$ cat src/rtl/seg_scan_blink_pkg.sv
// ============================================================================
// Module      : seg_scan_blink_pkg
// Description : Shared display constants: hex-to-7-segment table, blank levels.
// Revision    : 1.0 - initial release
// ============================================================================
`default_nettype none

package seg_scan_blink_pkg;

  localparam logic [7:0] AN_BLANK  = 8'hFF;
  localparam logic [6:0] SEG_BLANK = 7'h7F;
  localparam logic       DP_BLANK  = 1'b1;

  // Active-low {g,f,e,d,c,b,a}; entry n decodes hex digit n (index 15 first).
  localparam logic [15:0][6:0] SEG_LUT = {
    7'h0E, 7'h06, 7'h21, 7'h46, 7'h03, 7'h08, 7'h10, 7'h00,
    7'h78, 7'h02, 7'h12, 7'h19, 7'h30, 7'h24, 7'h79, 7'h40
  };

  typedef struct packed {
    logic [31:0] data;
    logic [7:0]  blink;
    logic [7:0]  dp;
  } snap_t;

  function automatic logic [6:0] hex_to_seg(input logic [3:0] nib);
    return SEG_LUT[nib];
  endfunction

endpackage

`default_nettype wire

$ cat src/rtl/seg_scan_blink_hex7seg.sv
// ============================================================================
// Module      : hex7seg
// Description : Combinational 4-bit hex to active-low 7-segment decoder.
// Revision    : 1.0 - initial release
// ============================================================================
`default_nettype none

module hex7seg
  import seg_scan_blink_pkg::*;
(
  input  logic [3:0] i_hex,
  output logic [6:0] o_seg
);

  always_comb begin
    o_seg = hex_to_seg(i_hex);
  end

endmodule

`default_nettype wire

$ cat src/rtl/seg_scan_blink.sv
// ============================================================================
// Module      : seg_scan_blink
// Description : 8-digit multiplexed 7-segment scanner with per-digit blink,
//               anti-ghost blanking and frame-coherent input snapshots.
// Revision    : 1.0 - initial release
// ============================================================================
`default_nettype none

module seg_scan_blink
  import seg_scan_blink_pkg::*;
#(
  parameter int SCAN_DIV  = 100000,
  parameter int BLANK_CYC = 16,
  parameter int BLINK_DIV = 25000000
) (
  input  logic        clk,
  input  logic        rst_n,
  input  logic [31:0] data,
  input  logic [7:0]  blink,
  input  logic [7:0]  dp,
  input  logic        en,
  output logic [7:0]  an,
  output logic [6:0]  seg,
  output logic        dp_n
);

  localparam int PW = (SCAN_DIV  > 1) ? $clog2(SCAN_DIV)  : 1;
  localparam int BW = (BLINK_DIV > 1) ? $clog2(BLINK_DIV) : 1;

  localparam logic [PW-1:0] C_P_LAST  = PW'(SCAN_DIV - 1);
  localparam logic [PW-1:0] C_P_BLANK = PW'(BLANK_CYC);
  localparam logic [BW-1:0] C_B_LAST  = BW'(BLINK_DIV - 1);

  logic [PW-1:0] r_p;
  logic [2:0]    r_idx;
  logic [BW-1:0] r_bcnt;
  logic          r_phase;
  logic          r_primed;
  snap_t         r_snap;
  logic [7:0]    r_an;
  logic [6:0]    r_seg;
  logic          r_dpn;

  logic          w_p_wrap;
  logic          w_b_wrap;
  logic          w_frame_end;
  logic          w_active;
  logic [3:0]    w_nib;
  logic [6:0]    w_seg;

  assign w_p_wrap    = (r_p == C_P_LAST);
  assign w_b_wrap    = (r_bcnt == C_B_LAST);
  assign w_frame_end = w_p_wrap && (r_idx == 3'd7);
  assign w_nib       = r_snap.data[{r_idx, 2'b00} +: 4];
  assign w_active    = en && (r_p >= C_P_BLANK) && !(r_snap.blink[r_idx] && r_phase);

  hex7seg u_hex7seg (
    .i_hex (w_nib),
    .o_seg (w_seg)
  );

  always_ff @(posedge clk or negedge rst_n) begin
    if (!rst_n) begin
      r_p     <= '0;
      r_idx   <= '0;
      r_bcnt  <= '0;
      r_phase <= 1'b0;
    end else begin
      r_p    <= w_p_wrap ? '0 : r_p + 1'b1;
      r_bcnt <= w_b_wrap ? '0 : r_bcnt + 1'b1;
      if (w_p_wrap) begin
        r_idx <= r_idx + 3'd1;
      end
      if (w_b_wrap) begin
        r_phase <= ~r_phase;
      end
    end
  end

  // Snapshot reloads only at frame end so a displayed frame never mixes old and new data.
  always_ff @(posedge clk or negedge rst_n) begin
    if (!rst_n) begin
      r_snap   <= '0;
      r_primed <= 1'b0;
    end else begin
      r_primed <= 1'b1;
      if (!r_primed || w_frame_end) begin
        r_snap.data  <= data;
        r_snap.blink <= blink;
        r_snap.dp    <= dp;
      end
    end
  end

  always_ff @(posedge clk or negedge rst_n) begin
    if (!rst_n) begin
      r_an  <= AN_BLANK;
      r_seg <= SEG_BLANK;
      r_dpn <= DP_BLANK;
    end else if (w_active) begin
      r_an  <= ~(8'd1 << r_idx);
      r_seg <= w_seg;
      r_dpn <= ~r_snap.dp[r_idx];
    end else begin
      r_an  <= AN_BLANK;
      r_seg <= SEG_BLANK;
      r_dpn <= DP_BLANK;
    end
  end

  assign an   = r_an;
  assign seg  = r_seg;
  assign dp_n = r_dpn;

endmodule

`default_nettype wire

$ cat config.mk
export PLATFORM = sky130hd
export DESIGN_NAME = seg_scan_blink
export DESIGN_NICKNAME = d
export VERILOG_FILES = /design/src/rtl/seg_scan_blink_pkg.sv /design/src/rtl/seg_scan_blink_hex7seg.sv /design/src/rtl/seg_scan_blink.sv
export SDC_FILE = /design/constraint.sdc
export NUM_CORES = 1
export LEC_CHECK = 0
export ABC_CLOCK_PERIOD_IN_PS = 2900
export CORE_ASPECT_RATIO = 1.5
export CORE_UTILIZATION = 47
export CTS_BUF_LIST = sky130_fd_sc_hd__clkbuf_16
export CTS_CLUSTER_DIAMETER = 50
export DETAILED_ROUTE_END_ITERATION = 8
export HOLD_SLACK_MARGIN = 0.15
export PLACE_DENSITY = 0.7
export SLEW_MARGIN = 10
export SYNTH_ARGS = -nofsm -noshare
export SYNTH_HDL_FRONTEND = slang
export SYNTH_SLANG_ARGS = --single-unit
$ cat constraint.sdc
create_clock -name clk -period 2.9 [get_ports clk]
set_input_delay 0.435 -clock clk [delete_from_list [all_inputs] [get_ports clk]]
set_output_delay 0.435 -clock clk [all_outputs]
set_load 0.01 [all_outputs]
==> reports/summary.txt, run 1 <==
GRT Total Usage: 19.4%
DRC viols: 0
IO Port Bufs: 66
Via count: 3295
Worst-margin pin slew: 0.708 ns
Clk sinks: 111
Clk slew on worst S/H paths: 0.07 ns
N_diodes: 0
Final WL: 9.99 mm
Area Growth Syn to Fin: 23.1%
Critical path startpoint category: register
ANT nets after route: 0
Synth Net Count: 472
Setup TNS: 0 ns
Vert. Die Dim: 131 µm
Mapped Area: 5240 µm²
# rows: 46
Share of cells above drive strength 1: 23.1%
Min Clock Period, post-route: 2.40 ns
Worst Path Required: 3.14 ns
Worst Setup Path Type: reg2reg
GR peak layer: met2
Starting Density: 48.9%
Largest fanout on the critical path: 9
Antenna violations before repair: 0
Final setup violation count: 0
Worst Path Arrival: 2.63 ns
Post-cts gate resize count: 0
Met2 GRT Util: 30.4%
Gpl congestion: 0.836
CP endpoint kind: register
Largest cells by area after synthesis: dfrtp_1 45%, dfstp_2 8.0%, mux2_2 6.4%, mux2_4 5.7%, mux4_2 5.2%
Skew-Pair Late Insertion Delay: 0.34 ns
H-tree Lvls: 3
Chip width: 88.2 µm
Met3 track demand over resource: 3.58%
Syn Area/Cell: 12.9 µm²
LEAKAGE: 0.00278 µW
CTS Root Cell: clkbuf_16
Peak VDD IR: 0.356 mV
Hold_buf cts: 0
PwrDens: 544 nW/µm²
Post-CTS Setup Bufs: 0
Total CTS buffers: 9
DR WL/cell: 16.0 µm
First-pass GRT wire length: 17.5 mm
DR pass1 iterations: 4
Max Clock Skew: 0.00808 ns
Hold Path Class: in2async
Top cell type's share of synthesized area: 45.4%
IO Count: 67
YS warnings: 0
Final HPWL from detailed placement: 7.24 mm
Met1 Track Usage GR: 26.5%
Worst slew margin: 52.8%
Largest net degree at the start of global routing: 55
Setup WS pre-CTS: 0.514 ns
Fin. Hold Viols: 0
Nets: 542
Max-slew violations: 0
Die area: 11600 µm²
Final setup margin: 0.504 ns
FMAX: 417 MHz
RSZ-0062 raised after global routing: false
Fin crit share: 82.6%
Status: complete, no violations
Vias/cell: 5.27
Max-Cap Viols: 0
Post-synth top area cell: dfrtp_1
Max clock buf depth: 2
Seq/Total Area, Yosys: 53.4%
Core area: 10700 µm²
Number of global-route vias before repair: 3478
Synth cell types: 41
Cells after synthesis: 406
CTS tree: built
1st-iter DRT viols: 187
Remaining Overflow, GRT: 0
FF+latch count, synth: 111
==> state kept, by name (all words and copies together) (netlist names) <==
signal and count:
r_snap 48, r_bcnt 25, r_p 17, an 8, seg 7, r_idx 3, dp_n 1, r_phase 1
r_primed 1
==> synth_stat cells (all sizes together) <==
cell     n
xnor2   26
nand2   28
mux2i    8
and3     7
mux4    12
o221ai   1
o211ai   6
and2     2
a21boi   1
dfstp   16
o21ai    6
or4      1
nand2b   2
and4     5
buf     11
nor4b    1
clkbuf   7
nand4   11
xor2    11
ha      15
nor3     8
inv     11
conb     1
or3      3
nor2b    3
nand3   24
nor4     7
o41ai    1
mux2    50
dfrtp   95
nor2    22
a21oi    4
==> cell type report <==
type | instances | area (µm²)
clock inverters | 7 | 138
fillers | 879 | 4260
flip-flops and latches | 111 | 2800
clock buffers | 9 | 225
well taps | 144 | 180
inverters | 11 | 41.3
multi-input cells | 266 | 2300
repair buffers | 77 | 766
==> final timing paths <==
| path | startpoint | endpoint | cells after the start | slack [ns] |
|---|---|---|---|---|
| setup reg to reg | r_idx[0] | seg[0] | 7 | 0.50 |
| hold reg to reg | r_p[0] | r_p[0] | 1 | 0.48 |
| setup / recovery | r_idx[0] | seg[0] | 7 | 0.50 |
| max in group asynchronous | rst_n | seg[0] | 2 | 1.97 |
| hold / removal | rst_n | r_snap[47] | 1 | 0.15 |
| min in group clk | r_p[0] | r_p[0] | 1 | 0.48 |
==> power by group <==
part	switching [µW]	internal [µW]	leakage, µW
registers	46.8	1640	0.00135
logic	141	219	0.00124
clock network	536	928	0.000181
total	724	2790	0.00278
==> layer usage <==
metal | vias to the layer above | part of all wire, %
met5 | - | 0
met4 | 0 | 2.0
met3 | 14 | 3.2
met2 | 73 | 51
met1 | 1636 | 44
li1 | 1572 | -
==> per-stage QoR <==
stage | hold slack [ns] | cell area [µm²] | total power [µW] | instances | utilization, %
final | 0.145 | 6450 | 3510 | 625 | 60.2
after global routing | 0.195 | 6450 | 3640 | 625 | 60.2
after global placement | 0.466 | 6080 | 2060 | 609 | 56.8
after floorplan | 0.139 | 5240 | 1890 | 406 | -
after detailed placement | 0.480 | 6080 | 2080 | 609 | 56.8
after CTS | 0.160 | 6450 | 3550 | 625 | 60.2
==> placed cells by master, fill, tap and decap left out, drive strengths merged <==
master / instances
xor2: 11
dfrtp: 95
o41ai: 1
nor4: 7
clkbuf: 9
conb: 1
mux2: 50
nor2: 22
clkdlybuf4s50: 65
a21boi: 1
nand3: 24
nor4b: 1
nand2: 28
nor2b: 3
or3: 3
o221ai: 1
and3: 7
nor3: 8
o21ai: 6
and2: 2
mux4: 12
nand4: 11
o211ai: 6
clkinv: 2
mux2i: 8
a21oi: 4
nand2b: 2
dfstp: 16
inv: 12
ha: 15
or4: 1
xnor2: 26
and4: 5
bufinv: 4
buf: 12
==> cell families after synthesis <==
family                   share of synthesized area (%)
AO/OA/AOI/OAI                                     2.44
XOR/XNOR                                          6.19
multiplexers                                      19.1
AND/OR/NAND/NOR                                   12.4
adder cells (fa/ha/maj)                           3.58
flip-flops                                        53.4
other                                           0.0716
buffers and inverters                             2.84
==> worst max-delay path, stage by stage (launching register included) <==
cell and delay [ns]:
dfrtp_1 0.64, buf_4 0.26, mux4_2 0.54, mux2i_4 0.24, buf_4 0.21, nand2_1 0.09, o21ai_0 0.21, o21ai_1 0.10
No activity file was read; power rests on OpenSTA's default activity.
==> inputs of run 2 (changes only) <==
--- a/config.mk
+++ b/config.mk
@@ -5,7 +5,7 @@
 export SDC_FILE = /design/constraint.sdc
 export NUM_CORES = 1
 export LEC_CHECK = 0
-export ABC_CLOCK_PERIOD_IN_PS = 2900
+export ABC_CLOCK_PERIOD_IN_PS = 2250
 export CORE_ASPECT_RATIO = 1.5
 export CORE_UTILIZATION = 47
 export CTS_BUF_LIST = sky130_fd_sc_hd__clkbuf_16
==> constraint.sdc (replaced) <==
create_clock -name clk -period 2.25 [get_ports clk]
set_input_delay 0.3375 -clock clk [delete_from_list [all_inputs] [get_ports clk]]
set_output_delay 0.3375 -clock clk [all_outputs]
set_load 0.01 [all_outputs]
==> run 2 against run 1 <==
Compared with the run above:
- worst setup slack lost 0.35 ns
- die area unchanged
- flip-flop and latch count did not move
- largest power group unchanged
- critical path depth is the same
- combinational power is 31% higher
- global-route usage is 0.21 points lower
==> reports/summary.txt, run 2 (synthesized netlist as in run 1, its figures left out) <==
Status: complete, no violations
Min Clock Period, post-route: 2.09 ns
FMAX: 478 MHz
Nets: 550
Final WL: 10.0 mm
Vias/cell: 5.28
ANT nets after route: 0
DR pass1 iterations: 4
Area Growth Syn to Fin: 22.8%
Remaining Overflow, GRT: 0
Clk slew on worst S/H paths: 0.07 ns
Flop2flop setup slack: 0.16 ns
Combinational power share: 11.5%
Worst Path Required: 2.50 ns
Final cell count without fillers: 633
Critical path startpoint category: register
Vert. Die Dim: 131 µm
RSZ-0062 raised after global routing: false
First-pass GRT wire length: 17.2 mm
Reg with most FFs: r_snap
CTS tree: built
GRT Total Usage: 19.2%
Worst Setup Path Type: reg2reg
Number of global-route vias before repair: 3612
Core area: 10700 µm²
Peak VDD IR: 0.436 mV
Placed Cells: 616
CP endpoint kind: register
Final setup violation count: 0
Via count: 3341
N_diodes: 0
Fill count: 862
Chip width: 88.2 µm
Largest net degree at the start of global routing: 39
CTS Root Cell: clkbuf_16
Max clock buf depth: 2
Fin. Hold Viols: 0
Share of cells above drive strength 1: 24.1%
Wl on met1: 4.33 mm
LEAKAGE: 0.00276 µW
Gpl congestion: 0.846
Final HPWL from detailed placement: 7.40 mm
Max-slew violations: 0
Met3 wire len: 307 µm
Die area: 11600 µm²
Max Clock Skew: 0.00797 ns
Sequential share of power: 53.2%
Commonest non-fill, non-tap cell in the layout: dfrtp_1
Switching share of power: 23.0%
DR WL/cell: 15.9 µm
Largest fanout on the critical path: 4
Setup TNS: 0 ns
Fin crit share: 93.0%
Max reg flops: 48
Clock power share: 35.3%
Clk sinks: 111
Final core occ: 60.1%
Max-Cap Viols: 0
Skew-Pair Late Insertion Delay: 0.34 ns
IO Count: 67
Antenna violations before repair: 0
DRC viols: 0
Post-CTS Setup Bufs: 0
IO Port Bufs: 66
Starting Density: 48.9%
Hold Path Class: in2async
H-tree Lvls: 3
Highest routed layer: met4
Total CTS buffers: 9
WL met2: 5.27 mm
Power, Total: 4080 µW
1st-iter DRT viols: 174
Power Internal: 3140 µW
PwrDens: 635 nW/µm²
Most frequent cells in the layout: 94 x dfrtp_1, 65 x clkdlybuf4s50_1, 30 x mux2_2
Worst Path Arrival: 2.34 ns
# rows: 46
Sw power: 940 µW
Top Registers: r_snap (48), r_bcnt (25), r_p (17)
==> run 2: final timing paths <==
path / endpoint / startpoint / cells past startpoint
min in group clk: r_bcnt[4] / r_bcnt[4] / 1
hold reg to reg: r_bcnt[4] / r_bcnt[4] / 1
hold / removal: r_snap[35] / rst_n / 2
max in group asynchronous: dp_n / rst_n / 3
setup / recovery: seg[0] / r_idx[0] / 7
setup reg to reg: seg[0] / r_idx[0] / 7
==> run 2: repair_timing <==
item                       in CTS  in global routing
resized for setup               0                  1
hold buffers                    1                  0
hold endpoints to repair       24                  0
setup endpoints to repair       0                 11
==> run 2: final cells by class <==
class / instances / area (µm²) / share of cell area, %
well taps: 144 / 180 / 2.80
multi-input cells: 266 / 2320 / 36.1
repair buffers: 85 / 828 / 12.9
clock inverters: 7 / 40.0 / 0.622
clock buffers: 9 / 225 / 3.50
inverters: 11 / 41.3 / 0.642
flip-flops and latches: 111 / 2800 / 43.5
==> run 2: power by group through the flow <==
| stage | logic, µW | registers (µW) | clock network, µW |
|---|---|---|---|
| 2_1_floorplan | 251 | 2190 | 0 |
| 3_3_place_gp | 460 | 2210 | 0 |
| 3_5_place_dp | 475 | 2210 | 0 |
| 4_1_cts | 477 | 2170 | 1470 |
| 5_1_grt | 512 | 2180 | 1560 |
| 6_report | 472 | 2170 | 1440 |
==> run 2: critical path, stage by stage (launching register included) <==
cell and delay [ns]:
dfrtp_2 0.41, mux4_2 0.55, mux2i_4 0.17, inv_1 0.08, ha_1 0.22, or3_1 0.37
o21ai_0 0.09, o21ai_1 0.10
==> run 2: per-layer routing <==
| layer | GRT usage [%] | up-vias |
|---|---|---|
| met2 | 31.3 | 67 |
| met4 | 7.08 | 0 |
| met5 | 0 | - |
| li1 | - | 1583 |
| met3 | 4.15 | 6 |
| met1 | 24.7 | 1685 |
==> run 2: metrics by stage <==
stage / setup slack (ns) / hold slack [ns] / area (µm²)
after floorplan: 0.0301 / 0.0419 / 5260
after global placement: 0.181 / 0.317 / 6150
after detailed placement: 0.0660 / 0.322 / 6150
after CTS: 0.0292 / 0.481 / 6430
after global routing: 0.0389 / 0.511 / 6430
final: 0.158 / 0.479 / 6430
